===== config.mk =====
export PLATFORM = sky130hd
export DESIGN_NAME = cache_line_refill
export DESIGN_NICKNAME = d
export VERILOG_FILES = /design/src/rtl/cache_pkg.sv /design/src/rtl/cache_line_refill.sv
export SDC_FILE = /design/constraint.sdc
export NUM_CORES = 1
export LEC_CHECK = 0
export ABC_AREA = 1
export CAP_MARGIN = 40
export CORE_AREA = 2 2 465 467
export CTS_BUF_LIST = sky130_fd_sc_hd__clkbuf_8
export CTS_CLUSTER_SIZE = 28
export DETAILED_ROUTE_END_ITERATION = 10
export DIE_AREA = 0 0 467 469
export GPL_ROUTABILITY_DRIVEN = 0
export PLACE_DENSITY = 0.4
export SYNTH_ARGS = -nofsm -noshare
export SYNTH_HDL_FRONTEND = slang
export SYNTH_SLANG_ARGS = --single-unit

===== constraint.sdc =====
create_clock -name clk -period 23.8 [get_ports clk]
set_clock_uncertainty 0.15 [all_clocks]
set_input_delay 5.95 -clock clk [delete_from_list [all_inputs] [get_ports clk]]
set_output_delay 5.95 -clock clk [all_outputs]
set_load 0.02 [all_outputs]

===== src/rtl/cache_pkg.sv =====
// Shared constants and state encoding for the cache line refill engine.
package cache_pkg;

  localparam int ADDRESS_WORD_SIZE = 32;  // byte-address width
  localparam int TAG_SIZE          = 19;  // tag = addr[31:13]
  localparam int BLOCK_SIZE        = 16;  // 32-bit words per line
  localparam int WORD_SIZE         = 4;   // bytes per word

  localparam int WORD_BITS      = WORD_SIZE * 8;
  localparam int LINE_BITS      = BLOCK_SIZE * WORD_SIZE * 8;
  localparam int INDEX_LSB      = 6;
  localparam int TAG_LSB        = ADDRESS_WORD_SIZE - TAG_SIZE;
  localparam int INDEX_BITS     = TAG_LSB - INDEX_LSB;
  localparam int LINE_ADDR_BITS = ADDRESS_WORD_SIZE - INDEX_LSB;
  localparam int CNT_BITS       = $clog2(BLOCK_SIZE);
  localparam int BYTE_OFF_BITS  = $clog2(WORD_SIZE);

  localparam logic [2:0] IDLE_ENC     = 3'd0;
  localparam logic [2:0] WB_REQ_ENC   = 3'd1;
  localparam logic [2:0] FILL_REQ_ENC = 3'd2;
  localparam logic [2:0] FILL_RSP_ENC = 3'd3;
  localparam logic [2:0] DONE_ENC     = 3'd4;

  typedef enum logic [2:0] {
    IDLE     = IDLE_ENC,
    WB_REQ   = WB_REQ_ENC,
    FILL_REQ = FILL_REQ_ENC,
    FILL_RSP = FILL_RSP_ENC,
    DONE     = DONE_ENC
  } state_t;

endpackage


===== src/rtl/cache_line_refill.sv =====
// Miss engine: optional 16-word victim writeback, then 16 single-word reads
// (one outstanding) assembled into a 512-bit line, reported by a done pulse.
module cache_line_refill
  import cache_pkg::*;
(
  input  logic                         clk,
  input  logic                         rst_b,
  input  logic                         start,
  input  logic [ADDRESS_WORD_SIZE-1:0] miss_address,
  input  logic                         victim_dirty,
  input  logic [TAG_SIZE-1:0]          victim_tag,
  input  logic [LINE_BITS-1:0]         victim_data,
  output logic                         busy,
  output logic                         done,
  output logic [LINE_BITS-1:0]         fill_data,
  output logic [TAG_SIZE-1:0]          fill_tag,
  output logic                         mem_req_valid,
  input  logic                         mem_req_ready,
  output logic                         mem_req_write,
  output logic [ADDRESS_WORD_SIZE-1:0] mem_req_addr,
  output logic [WORD_BITS-1:0]         mem_req_wdata,
  input  logic                         mem_rsp_valid,
  input  logic [WORD_BITS-1:0]         mem_rsp_data
);

  state_t                    state_q, state_d;
  logic [CNT_BITS-1:0]       cnt_q;
  logic [LINE_ADDR_BITS-1:0] line_addr_q;    // miss_address[31:6]: tag + index
  logic [TAG_SIZE-1:0]       victim_tag_q;
  logic [LINE_BITS-1:0]      victim_data_q;
  logic [LINE_BITS-1:0]      fill_data_q;
  logic                      accept;

  // The byte offset inside the line never reaches the memory side.
  logic unused_offset_bits;
  assign unused_offset_bits = ^miss_address[INDEX_LSB-1:0];

  // A new miss is taken only from IDLE; start in any other state is dropped.
  assign accept = (state_q == IDLE) && start;

  // State register.
  // NOTE: sequential state uses non-blocking assignments so every flop samples
  // the pre-edge values of the others, independent of block ordering.
  always_ff @(posedge clk or negedge rst_b) begin
    if (!rst_b) state_q <= IDLE;
    else        state_q <= state_d;
  end

  // Next-state logic.
  // NOTE: state_d gets a default before the case so no path leaves it
  // unassigned, which would otherwise infer a latch.
  always_comb begin
    state_d = state_q;
    case (state_q)
      IDLE:     if (start) state_d = victim_dirty ? WB_REQ : FILL_REQ;
      WB_REQ:   if (mem_req_ready && (cnt_q == '1)) state_d = FILL_REQ;
      FILL_REQ: if (mem_req_ready) state_d = FILL_RSP;
      FILL_RSP: if (mem_rsp_valid) state_d = (cnt_q == '1) ? DONE : FILL_REQ;
      DONE:     state_d = IDLE;
      default:  state_d = IDLE;
    endcase
  end

  // Word counter, latched miss context and the assembled fill line.
  always_ff @(posedge clk or negedge rst_b) begin
    if (!rst_b) begin
      cnt_q        <= '0;
      line_addr_q  <= '0;
      victim_tag_q <= '0;
      fill_data_q  <= '0;
    end else begin
      case (state_q)
        IDLE: begin
          if (start) begin
            cnt_q        <= '0;
            line_addr_q  <= miss_address[ADDRESS_WORD_SIZE-1:INDEX_LSB];
            victim_tag_q <= victim_tag;
          end
        end
        WB_REQ: begin
          // Wraps 15 -> 0 on the last write, ready for the fill phase.
          if (mem_req_ready) cnt_q <= cnt_q + 1'b1;
        end
        FILL_RSP: begin
          if (mem_rsp_valid) begin
            fill_data_q[int'(cnt_q)*WORD_BITS +: WORD_BITS] <= mem_rsp_data;
            cnt_q <= cnt_q + 1'b1;
          end
        end
        default: ;
      endcase
    end
  end

  // Victim line copy, loaded on every accepted miss.
  // NOTE: this wide storage is deliberately left out of reset: it is always
  // written by an accepted start before WB_REQ ever reads it.
  always_ff @(posedge clk) begin
    if (accept) victim_data_q <= victim_data;
  end

  // Request channel is a pure decode of registered state, so it never
  // depends combinationally on mem_req_ready and holds steady while stalled.
  always_comb begin
    mem_req_addr  = '0;
    mem_req_wdata = '0;
    case (state_q)
      WB_REQ: begin
        mem_req_addr  = {victim_tag_q, line_addr_q[INDEX_BITS-1:0], cnt_q,
                         {BYTE_OFF_BITS{1'b0}}};
        mem_req_wdata = victim_data_q[int'(cnt_q)*WORD_BITS +: WORD_BITS];
      end
      FILL_REQ: mem_req_addr = {line_addr_q, cnt_q, {BYTE_OFF_BITS{1'b0}}};
      default: ;
    endcase
  end

  assign busy          = (state_q != IDLE);
  assign done          = (state_q == DONE);
  assign mem_req_valid = (state_q == WB_REQ) || (state_q == FILL_REQ);
  assign mem_req_write = (state_q == WB_REQ);
  assign fill_data     = fill_data_q;
  assign fill_tag      = line_addr_q[LINE_ADDR_BITS-1 -: TAG_SIZE];

endmodule


==> flow_metrics.tcl <==
set metrics [dict create \
    vias 38000 \
    drt_iter0_drc 2793 \
    yosysMostFrequentCell "nand2_1" \
    grt_pass1_wl_um 304000 \
    syn-mean-instance-area_um2 9.56 \
    nets 6417 \
    reg2reg_setup_slack_ps 18460 \
    slew_headroom_pct 26.0 \
    path_clk_slew_ps 60 \
    dp.final_hpwl_um 161000 \
    fp.dieH_um 469 \
    ys_async_sr_fraction_pct 52.4 \
    clockRootBuffer "clkbuf_8" \
    drc_errors 0 \
    clk_latency_ps 950 \
    rr_startpoint "cnt_q[1]" \
    grt_overflow 0 \
    coreArea_um2 214000 \
    p_leak_nw 27.1 \
    rsz0062_at_grt "no" \
    initial_core_util_pct 20.9 \
    setup-violations-final 0 \
    wl_per_cell_um 25.2 \
    postRouteAntennaNets 0 \
    synth_top_area_cell "edfxtp_1" \
    ys_ff_latch 1076 \
    setup_tns_ps 0 \
    min_to "fill_data[57]" \
    min_period_ps 11440 \
    area_growth_pct 42.5 \
    antenna_found_initial 81 \
    worst_slack_ps 12360 \
    tightest_slew_ps 1110 \
    ctsResizeCount 0 \
    ys_top_cells_by_count "nand2_1 (1768), dfrtp_1 (564), edfxtp_1 (512), nand3_1 (367), nor2_1 (346)" \
    ys.flop_type "dfrtp_1" \
    via_per_inst 4.30 \
    cp.arrival_ps 5340 \
    crit_fanout 122 \
    die-area_um2 219000 \
    ys_warn_count 0 \
    crit_path_start_kind "register" \
    drive_gt1_share_pct 6.38 \
    p_per_area_nw_per_um2 98.5 \
    crit_top_cell "nand2_1" \
    first_pass_iters 6 \
    synth_cells 4676 \
    ctsHoldBuffers 0 \
    hold_path.startpoint "fill_data[57]" \
    hold_ws_ps 317 \
    routed_wl_um 223000 \
    slew_viol_final 0 \
    rows 170 \
    pre_cts_slack_ps 13050 \
    r2r_end "fill_data[108]" \
    critPathRequiredTime_ps 17700 \
    cts_inserted_buffers 202 \
    yosysSeqAreaShare_pct 66.0 \
    portBuffers 1191 \
    grt_pass1_vias 38000 \
    grtUsageTotal_pct 19.7 \
    min_path_cells 2 \
    ir_worst_vdd_mv 0.0574 \
    clock-sinks 1076 \
    synth.area.top_cells "edfxtp_1 (34%), dfrtp_1 (32%), nand2_1 (15%), nand3_1 (4.1%), nor2_1 (2.9%)" \
    yosys.area.top_type_share_pct 34.4 \
    critPathLaunch "cnt_q[0]" \
    cts_max_path_buffers 3 \
    grt_max_degree 150 \
    reg2regPathDepth 10 \
    cts_tree "done" \
    fin_crit_sh_pct 48.1 \
    critPathSlowestCell "dfrtp_4" \
    synth_edf_count 512 \
    cts-htree-levels 4 \
    worstSetupPathType "reg -> out" \
    finalHoldViolCount 0 \
    maxCapViolations 0 \
    max_freq_mhz 87.4 \
    io_pins 1200 \
    synthesis.area_um2 44700 \
    path_cells "buf_12, buf_12, buf_4, nand2_1, nand2_1, nand2_1, nand2_1, nand2_1, nand2_1, inv_1, a21oi_1, clkdlybuf4s50_1" \
    hold_path_class "reg -> reg" \
    post_cts_buffers 0 \
    critical_path.endpoint_type "primary output" \
    synth.distinct_cells 31 \
    crit_path_max_incr_delay_ps 800 \
    outcome "completed" \
    die_w_um 467 \
]
==> worst max path at each step <==
stage,to
after floorplan,line_addr_q[19]
after global placement,mem_req_wdata[13]
after detailed placement,mem_req_wdata[13]
after CTS,mem_req_wdata[13]
after global routing,mem_req_wdata[13]
final,mem_req_wdata[13]
==> stage by stage <==
stage	instances	util, %	instance area [um^2]	power [mW]
3_5_place_dp	8447	27.9	59700	4.61
5_1_grt	8819	29.8	63600	6.62
2_1_floorplan	4677	-	44700	3.58
4_1_cts	8806	29.8	63600	6.42
3_3_place_gp	8433	27.8	59500	4.58
6_report	8840	29.8	63700	6.27
==> critical path, delay by kind of cell, from the launching register on <==
kind,cells,cell delay (ps)
DFF,1,800
and+or+nand+nor,6,590
AOI/OAI and AO/OA,1,450
buffers and inverters,5,2420
==> area by class of cell <==
cell class / count / area (um^2)
Antenna cell: 34 / 85.1
Clock buffer: 237 / 3260
Clock inverter: 122 / 617
Fill cell: 22900 / 150000
Inverter: 162 / 624
Multi-Input combinational cell: 3102 / 13300
Sequential cell: 1076 / 29500
Tap cell: 2838 / 3550
Timing Repair Buffer: 1269 / 12800
==> metal layers <==
metal | up-vias | track usage (%) | share of wire [%]
met1 | 18400 | 21.6 | 38
met5 | - | 0 | 0.18
met2 | 1399 | 34.5 | 50
met4 | 68 | 8.04 | 3.8
met3 | 378 | 6.81 | 8.5
li1 | 17800 | - | -
==> power breakdown <==
group          switching [mW]  leakage [nW]  internal [mW]
clock                   0.846          2.26          0.930
combinational            1.60          12.4          0.581
sequential             0.0967          12.5           2.21
==> placed cells by master, fill, tap and decap left out, drive strengths merged <==
cell / synthesis / routed
dfrtp: 564 / 564
o21ai: 374 / 374
bufinv: 0 / 3
clkdlybuf4s50: 0 / 1190
clkinvlp: 0 / 1
nand3: 367 / 367
ha: 3 / 3
inv: 161 / 236
nand4: 98 / 98
clkinv: 1 / 44
buf: 139 / 79
xor2: 1 / 1
and3: 1 / 1
edfxtp: 512 / 512
nor4: 37 / 37
clkbuf: 198 / 237
o22ai: 20 / 20
conb: 1 / 2
a21oi: 37 / 37
nor3: 35 / 35
or2: 1 / 1
o211ai: 1 / 1
diode: 0 / 34
nand2: 1774 / 1774
nor2: 351 / 351
==> sequential cells by signal (all words and copies together), names as in the netlist <==
| signal | flops |
|---|---|
| victim_tag_q | 19 |
| state_q | 3 |
| victim_data_q | 512 |
| fill_data | 512 |
| cnt_q | 4 |
| line_addr_q | 26 |
==> cells by family after synthesis <==
family	Yosys count	share of synthesized area, %
AOI/OAI and AO/OA	432	4.92
xor gates and xnor gates	1	0.0196
adders and majority gates	3	0.0840
buffers and inverters	499	4.61
DFF	1076	66.0
other	1	0.00839
and+or+nand+nor	2664	24.4
No activity file was read; power rests on OpenSTA's default activity.
